### src/rtl/dmem_dma_pkg.sv
// ----------------------------------------------------------------------------
// dmem_dma_pkg
// Shared types and constants for the data-memory block-copy engine.
//   dma_state_t : engine state encoding (IDLE, READ, WRITE, DONE)
//   WORD_BYTES  : byte stride between consecutive 32-bit words
//   ADDR_W      : memory byte-address width
// ----------------------------------------------------------------------------
package dmem_dma_pkg;

    localparam int WORD_BYTES = 4;
    localparam int ADDR_W     = 32;

    typedef enum logic [1:0] {
        IDLE  = 2'd0,
        READ  = 2'd1,
        WRITE = 2'd2,
        DONE  = 2'd3
    } dma_state_t;

endpackage : dmem_dma_pkg

### src/rtl/dmem_copy_dma.sv
// ----------------------------------------------------------------------------
// dmem_copy_dma
// Word-granular block-copy engine driving the single data-memory port
// (asynchronous read, synchronous write). Each word costs one READ cycle
// and one WRITE cycle; the port is only driven while busy.
//
// Optional build macro: DMEM_DMA_FILL_EN
//   Adds fill/pattern inputs. A fill transfer skips READ and writes the
//   latched pattern to every destination word at one word per cycle.
//
// Ports:
//   clk      in   system clock, all state on rising edge
//   reset    in   synchronous active-high reset
//   start    in   transfer request, sampled only in IDLE
//   src      in   source byte address ([1:0] ignored)
//   dst      in   destination byte address ([1:0] ignored)
//   len      in   word count (0 = complete immediately, no access)
//   fill     in   (DMEM_DMA_FILL_EN) pattern-fill instead of copy
//   pattern  in   (DMEM_DMA_FILL_EN) fill word
//   busy     out  high in READ/WRITE
//   done     out  one-cycle completion pulse
//   mem_we   out  memory write enable (suppressed while reset is high)
//   mem_a    out  word-aligned memory byte address
//   mem_wd   out  memory write data
//   mem_rd   in   memory read data, combinational from mem_a
// ----------------------------------------------------------------------------
module dmem_copy_dma
    import dmem_dma_pkg::*;
#(
    parameter int LEN_W = 16
) (
    input  logic              clk,
    input  logic              reset,
    input  logic              start,
    input  logic [ADDR_W-1:0] src,
    input  logic [ADDR_W-1:0] dst,
    input  logic [LEN_W-1:0]  len,
`ifdef DMEM_DMA_FILL_EN
    input  logic              fill,
    input  logic [31:0]       pattern,
`endif
    output logic              busy,
    output logic              done,
    output logic              mem_we,
    output logic [ADDR_W-1:0] mem_a,
    output logic [31:0]       mem_wd,
    input  logic [31:0]       mem_rd
);

    localparam logic [ADDR_W-1:0] STRIDE = ADDR_W'(WORD_BYTES);

    dma_state_t        state_reg, state_next;
    logic [ADDR_W-1:0] src_ptr_reg, src_ptr_next;
    logic [ADDR_W-1:0] dst_ptr_reg, dst_ptr_next;
    logic [LEN_W-1:0]  cnt_reg, cnt_next;
    logic [31:0]       buf_reg, buf_next;
    logic              fill_mode;

`ifdef DMEM_DMA_FILL_EN
    logic fill_reg, fill_next;
    assign fill_mode = fill_reg;

    always_ff @(posedge clk) begin
        if (reset) begin
            fill_reg <= 1'b0;
        end else begin
            fill_reg <= fill_next;
        end
    end
`else
    assign fill_mode = 1'b0;
`endif

    always_ff @(posedge clk) begin
        if (reset) begin
            state_reg   <= IDLE;
            src_ptr_reg <= '0;
            dst_ptr_reg <= '0;
            cnt_reg     <= '0;
            buf_reg     <= '0;
        end else begin
            state_reg   <= state_next;
            src_ptr_reg <= src_ptr_next;
            dst_ptr_reg <= dst_ptr_next;
            cnt_reg     <= cnt_next;
            buf_reg     <= buf_next;
        end
    end

    always_comb begin
        state_next   = state_reg;
        src_ptr_next = src_ptr_reg;
        dst_ptr_next = dst_ptr_reg;
        cnt_next     = cnt_reg;
        buf_next     = buf_reg;
`ifdef DMEM_DMA_FILL_EN
        fill_next    = fill_reg;
`endif
        unique case (state_reg)
            IDLE: begin
                if (start) begin
                    if (len == '0) begin
                        state_next = DONE;
                    end else begin
                        src_ptr_next = {src[ADDR_W-1:2], 2'b00};
                        dst_ptr_next = {dst[ADDR_W-1:2], 2'b00};
                        cnt_next     = len;
`ifdef DMEM_DMA_FILL_EN
                        fill_next    = fill;
                        if (fill) begin
                            // The pattern lives in the data buffer so WRITE
                            // needs no separate data path for fill mode.
                            buf_next   = pattern;
                            state_next = WRITE;
                        end else begin
                            state_next = READ;
                        end
`else
                        state_next   = READ;
`endif
                    end
                end
            end
            READ: begin
                buf_next   = mem_rd;
                state_next = WRITE;
            end
            WRITE: begin
                // Both pointers wrap naturally modulo 2^ADDR_W.
                src_ptr_next = src_ptr_reg + STRIDE;
                dst_ptr_next = dst_ptr_reg + STRIDE;
                cnt_next     = cnt_reg - LEN_W'(1);
                if (cnt_reg == LEN_W'(1)) begin
                    state_next = DONE;
                end else if (fill_mode) begin
                    state_next = WRITE;
                end else begin
                    state_next = READ;
                end
            end
            DONE: begin
                state_next = IDLE;
            end
            default: begin
                state_next = IDLE;
            end
        endcase
    end

    // Port outputs decode straight from state; the write enable is gated by
    // reset so an edge that resets the engine can never also commit a word.
    assign busy   = (state_reg == READ) || (state_reg == WRITE);
    assign done   = (state_reg == DONE);
    assign mem_we = (state_reg == WRITE) && !reset;
    assign mem_a  = (state_reg == READ)  ? src_ptr_reg :
                    (state_reg == WRITE) ? dst_ptr_reg : '0;
    assign mem_wd = (state_reg == WRITE) ? buf_reg : '0;

endmodule : dmem_copy_dma

### config.mk
export PLATFORM = sky130hd
export DESIGN_NAME = dmem_copy_dma
export DESIGN_NICKNAME = d
export VERILOG_FILES = /design/src/rtl/dmem_dma_pkg.sv /design/src/rtl/dmem_copy_dma.sv
export SDC_FILE = /design/constraint.sdc
export NUM_CORES = 1
export LEC_CHECK = 0
export CAP_MARGIN = 30
export CELL_PAD_IN_SITES_DETAIL_PLACEMENT = 0
export CELL_PAD_IN_SITES_GLOBAL_PLACEMENT = 1
export CORE_UTILIZATION = 38
export CTS_BUF_LIST = sky130_fd_sc_hd__clkbuf_16
export CTS_CLUSTER_DIAMETER = 200
export CTS_CLUSTER_SIZE = 14
export DETAILED_ROUTE_END_ITERATION = 7
export HOLD_SLACK_MARGIN = 0.1
export PLACE_DENSITY_LB_ADDON = 0.25
export SLEW_MARGIN = 20
export SYNTH_ARGS = -nofsm -noshare
export SYNTH_HDL_FRONTEND = slang
export SYNTH_SLANG_ARGS = --single-unit
### constraint.sdc
create_clock -name clk -period 7.01 [get_ports clk]
set_clock_uncertainty 0.15 [all_clocks]
set_input_delay 1.7525 -clock clk [delete_from_list [all_inputs] [get_ports clk]]
set_output_delay 1.7525 -clock clk [all_outputs]
set_load 0.02 [all_outputs]
==> flow_metrics.env <==
export IMPL_power_w=0.00227
export IMPL_dr_pass1_iters=5
export IMPL_ys_types=73
export IMPL_drt_total_wl_um=22100
export IMPL_port_buffers=175
export IMPL_grt_pass1_wl_um=34000
export IMPL_fin_crit_ns=5.22
export IMPL_synthCells=927
export IMPL_grt_pass1_vias=6358
export IMPL_numCtsBuffers=9
export IMPL_tightestPinTransition_ns=0.930
export IMPL_fin_ws_ns=1.79
export IMPL_switchingPower_w=0.000915
export IMPL_final_max_slew_viol_count=0
export IMPL_cts_hold_buf=0
export IMPL_dp_slack_ns=1.91
export IMPL_routed_top_layer="met4"
export IMPL_finalHoldViolCount=0
export IMPL_worst_endpoint_arrival_ns=3.32
export IMPL_clk_pin_slew_ns=0.08
export IMPL_start_util_pct=39.4
export IMPL_synth_largest_area_cell="dfxtp_1"
export IMPL_power_density_nw_per_um2=252
export IMPL_avgSynthCellArea_um2=7.45
export IMPL_ys_ff_latch=110
export IMPL_io_pins=182
export IMPL_largest_reg_flops=32
export IMPL_die_width_um=137
export IMPL_hpwlAfterDp_um=14800
export IMPL_drtIter0Drc=606
export IMPL_post_cts_buffers=0
export IMPL_rows=48
export IMPL_wl_met2_um=10200
export IMPL_clock_path_buffers=2
export IMPL_leakagePower_nw=3.08
export IMPL_power_share_clock_pct=22.5
export IMPL_yosysWarningCount=0
export IMPL_cts_root_buf="clkbuf_16"
export IMPL_synth_top_area_share_pct=31.9
export IMPL_setup_viol=0
export IMPL_combPwrFrac_pct=39.0
export IMPL_fp_dieH_um=137
export IMPL_clock_sinks=110
export IMPL_critPathCaptureType="output pin"
export IMPL_wire_per_inst_um=17.3
export IMPL_syn_area_um2=6910
export IMPL_grt_start_max_net_pins=75
export IMPL_antenna_left=0
export IMPL_p_sw_share_pct=40.4
export IMPL_vias=7207
export IMPL_place_congestion=0.816
export IMPL_core_area_um2=17500
export IMPL_p_int_w=0.00135
export IMPL_synth_edf_count=0
export IMPL_ys_flop_type="dfxtp_1"
export IMPL_worstHoldStart="cnt_reg[6]"
export IMPL_outcome="completed"
export IMPL_setup_tns_final_ns=0
export IMPL_routedLengthMet1_um=10100
export IMPL_dieArea_um2=18700
export IMPL_cp_data_required_time_ns=5.11
export IMPL_critical_path_startpoint="state_reg[0]"
export IMPL_drive_gt1_share_pct=6.01
export IMPL_max_freq_mhz=191
export IMPL_startpoint_type="register"
export IMPL_synth_area_leaders="dfxtp_1 (32%), a21oi_1 (6.3%), nand2_1 (6.0%)"
export IMPL_antenna_found_initial=0
export IMPL_hold_class="register to register"
export IMPL_clk_latency_ns=0.36
export IMPL_grt_usage_pct=23.2
export IMPL_yosysSeqAreaShare_pct=31.9
export IMPL_fill_cells=1768
export IMPL_routed_via_density=5.66
export IMPL_crit_fanout=59
export IMPL_cts_max_level=3
export IMPL_min_period_over_period_pct=74.5
export IMPL_postSynth_asyncResetShare_pct=0
export IMPL_power_frac_seq_pct=38.5
export IMPL_rr_startpoint="state_reg[0]"
export IMPL_cts_tree="built"
export IMPL_dr_wl_met3_um=1250
export IMPL_post_route_drc_count=0
export IMPL_synthToLayoutAreaGrowth_pct=30.3
export IMPL_critPathKind="register to output pin"
export IMPL_globalRouteOverflowTotal=0
export IMPL_cts_resized=0
export IMPL_rsz0062_at_grt="false"
export IMPL_fin_nets=1167
export IMPL_relSlewSlack_pct=37.5
export IMPL_drv_cap=0
export IMPL_vdd_drop_max_v=0.000124
==> power groups by stage <==
stage               clock, W  sequential, W  combinational [W]
floorplan                  0       0.000839           0.000631
global placement           0       0.000882           0.000877
detailed placement         0       0.000883           0.000881
CTS                 0.000523       0.000870           0.000884
global route        0.000544       0.000894           0.000968
finish              0.000511       0.000873           0.000883
==> critical path: stages, from the launching register on <==
cell and delay [ns]:
dfxtp_1 0.35, inv_1 0.17, ha_4 0.56, clkinv_2 0.69, o31ai_1 0.50, clkdlybuf4s50_1 0.67
==> synth_stat cells, types with 9 or more instances <==
library cell and instances:
nor3_1 28, o21ai_0 81, nor2_1 78, nor4_1 19
buf_1 11, o32ai_1 21, nand4_1 20, ha_1 9
a21oi_1 87, o31ai_1 11, nand3_1 24, buf_2 12
nand2_1 111, nor2b_1 21, and3_1 12, and2_1 37
inv_1 21, clkbuf_1 54, dfxtp_1 110, a31oi_1 9
mux2i_1 36
==> cell usage in the layout, fill, tap and decap left out, types with 24 or more instances in the layout <==
cell type | netlist | routed
clkdlybuf4s50_1 | 0 | 174
o21ai_0 | 81 | 81
and2_1 | 37 | 37
nor3_1 | 28 | 28
dfxtp_1 | 110 | 110
a21oi_1 | 87 | 87
mux2i_1 | 36 | 36
nand2_1 | 111 | 111
nor2_1 | 78 | 78
nand3_1 | 24 | 24
==> stage by stage <==
stage                     utilization [%]  area (µm²)  hold slack [ns]  instances
after CTS                            51.3        9000            0.326       1273
after global placement               49.7        8720            0.313       1257
after detailed placement             49.7        8720            0.315       1257
final                                51.3        9000            0.329       1274
after floorplan                         -        6910            0.294        928
after global routing                 51.3        9000            0.360       1273
==> cells by family after synthesis <==
logic type / Yosys count / synth area share, %
AND/OR/NAND/NOR: 388 / 29.1
AO/OA/AOI/OAI: 276 / 25.4
flip-flops: 110 / 31.9
buffers and inverters: 104 / 6.20
multiplexers: 39 / 5.71
adder cells (fa/ha/maj): 9 / 1.63
other: 1 / 0.0543
==> final cells by class <==
cell class	instances	area, µm²	area share [%]
Antenna cell	1	2.50	0.0278
Clock buffer	9	225	2.50
Clock inverter	7	56.3	0.625
Inverter	23	87.6	0.973
Multi-Input combinational cell	714	4310	47.9
Sequential cell	110	2200	24.5
Tap cell	225	282	3.13
Timing Repair Buffer	185	1840	20.4
==> path summary, 6_finish.rpt <==
check,depth (start not counted),end,slack [ns]
hold reg to reg,2,cnt_reg[6],0.33
hold / removal,2,cnt_reg[6],0.33
setup / recovery,5,mem_a[10],1.79
setup reg to reg,9,src_ptr_reg[2],2.72
==> layer usage <==
| layer | vias up | GRT usage [%] |
|---|---|---|
| li1 | 3608 | - |
| met4 | 0 | 7.94 |
| met3 | 27 | 4.59 |
| met1 | 3363 | 31.5 |
| met2 | 209 | 36.4 |
| met5 | - | 0 |
Power figures use the tool's default switching activity.
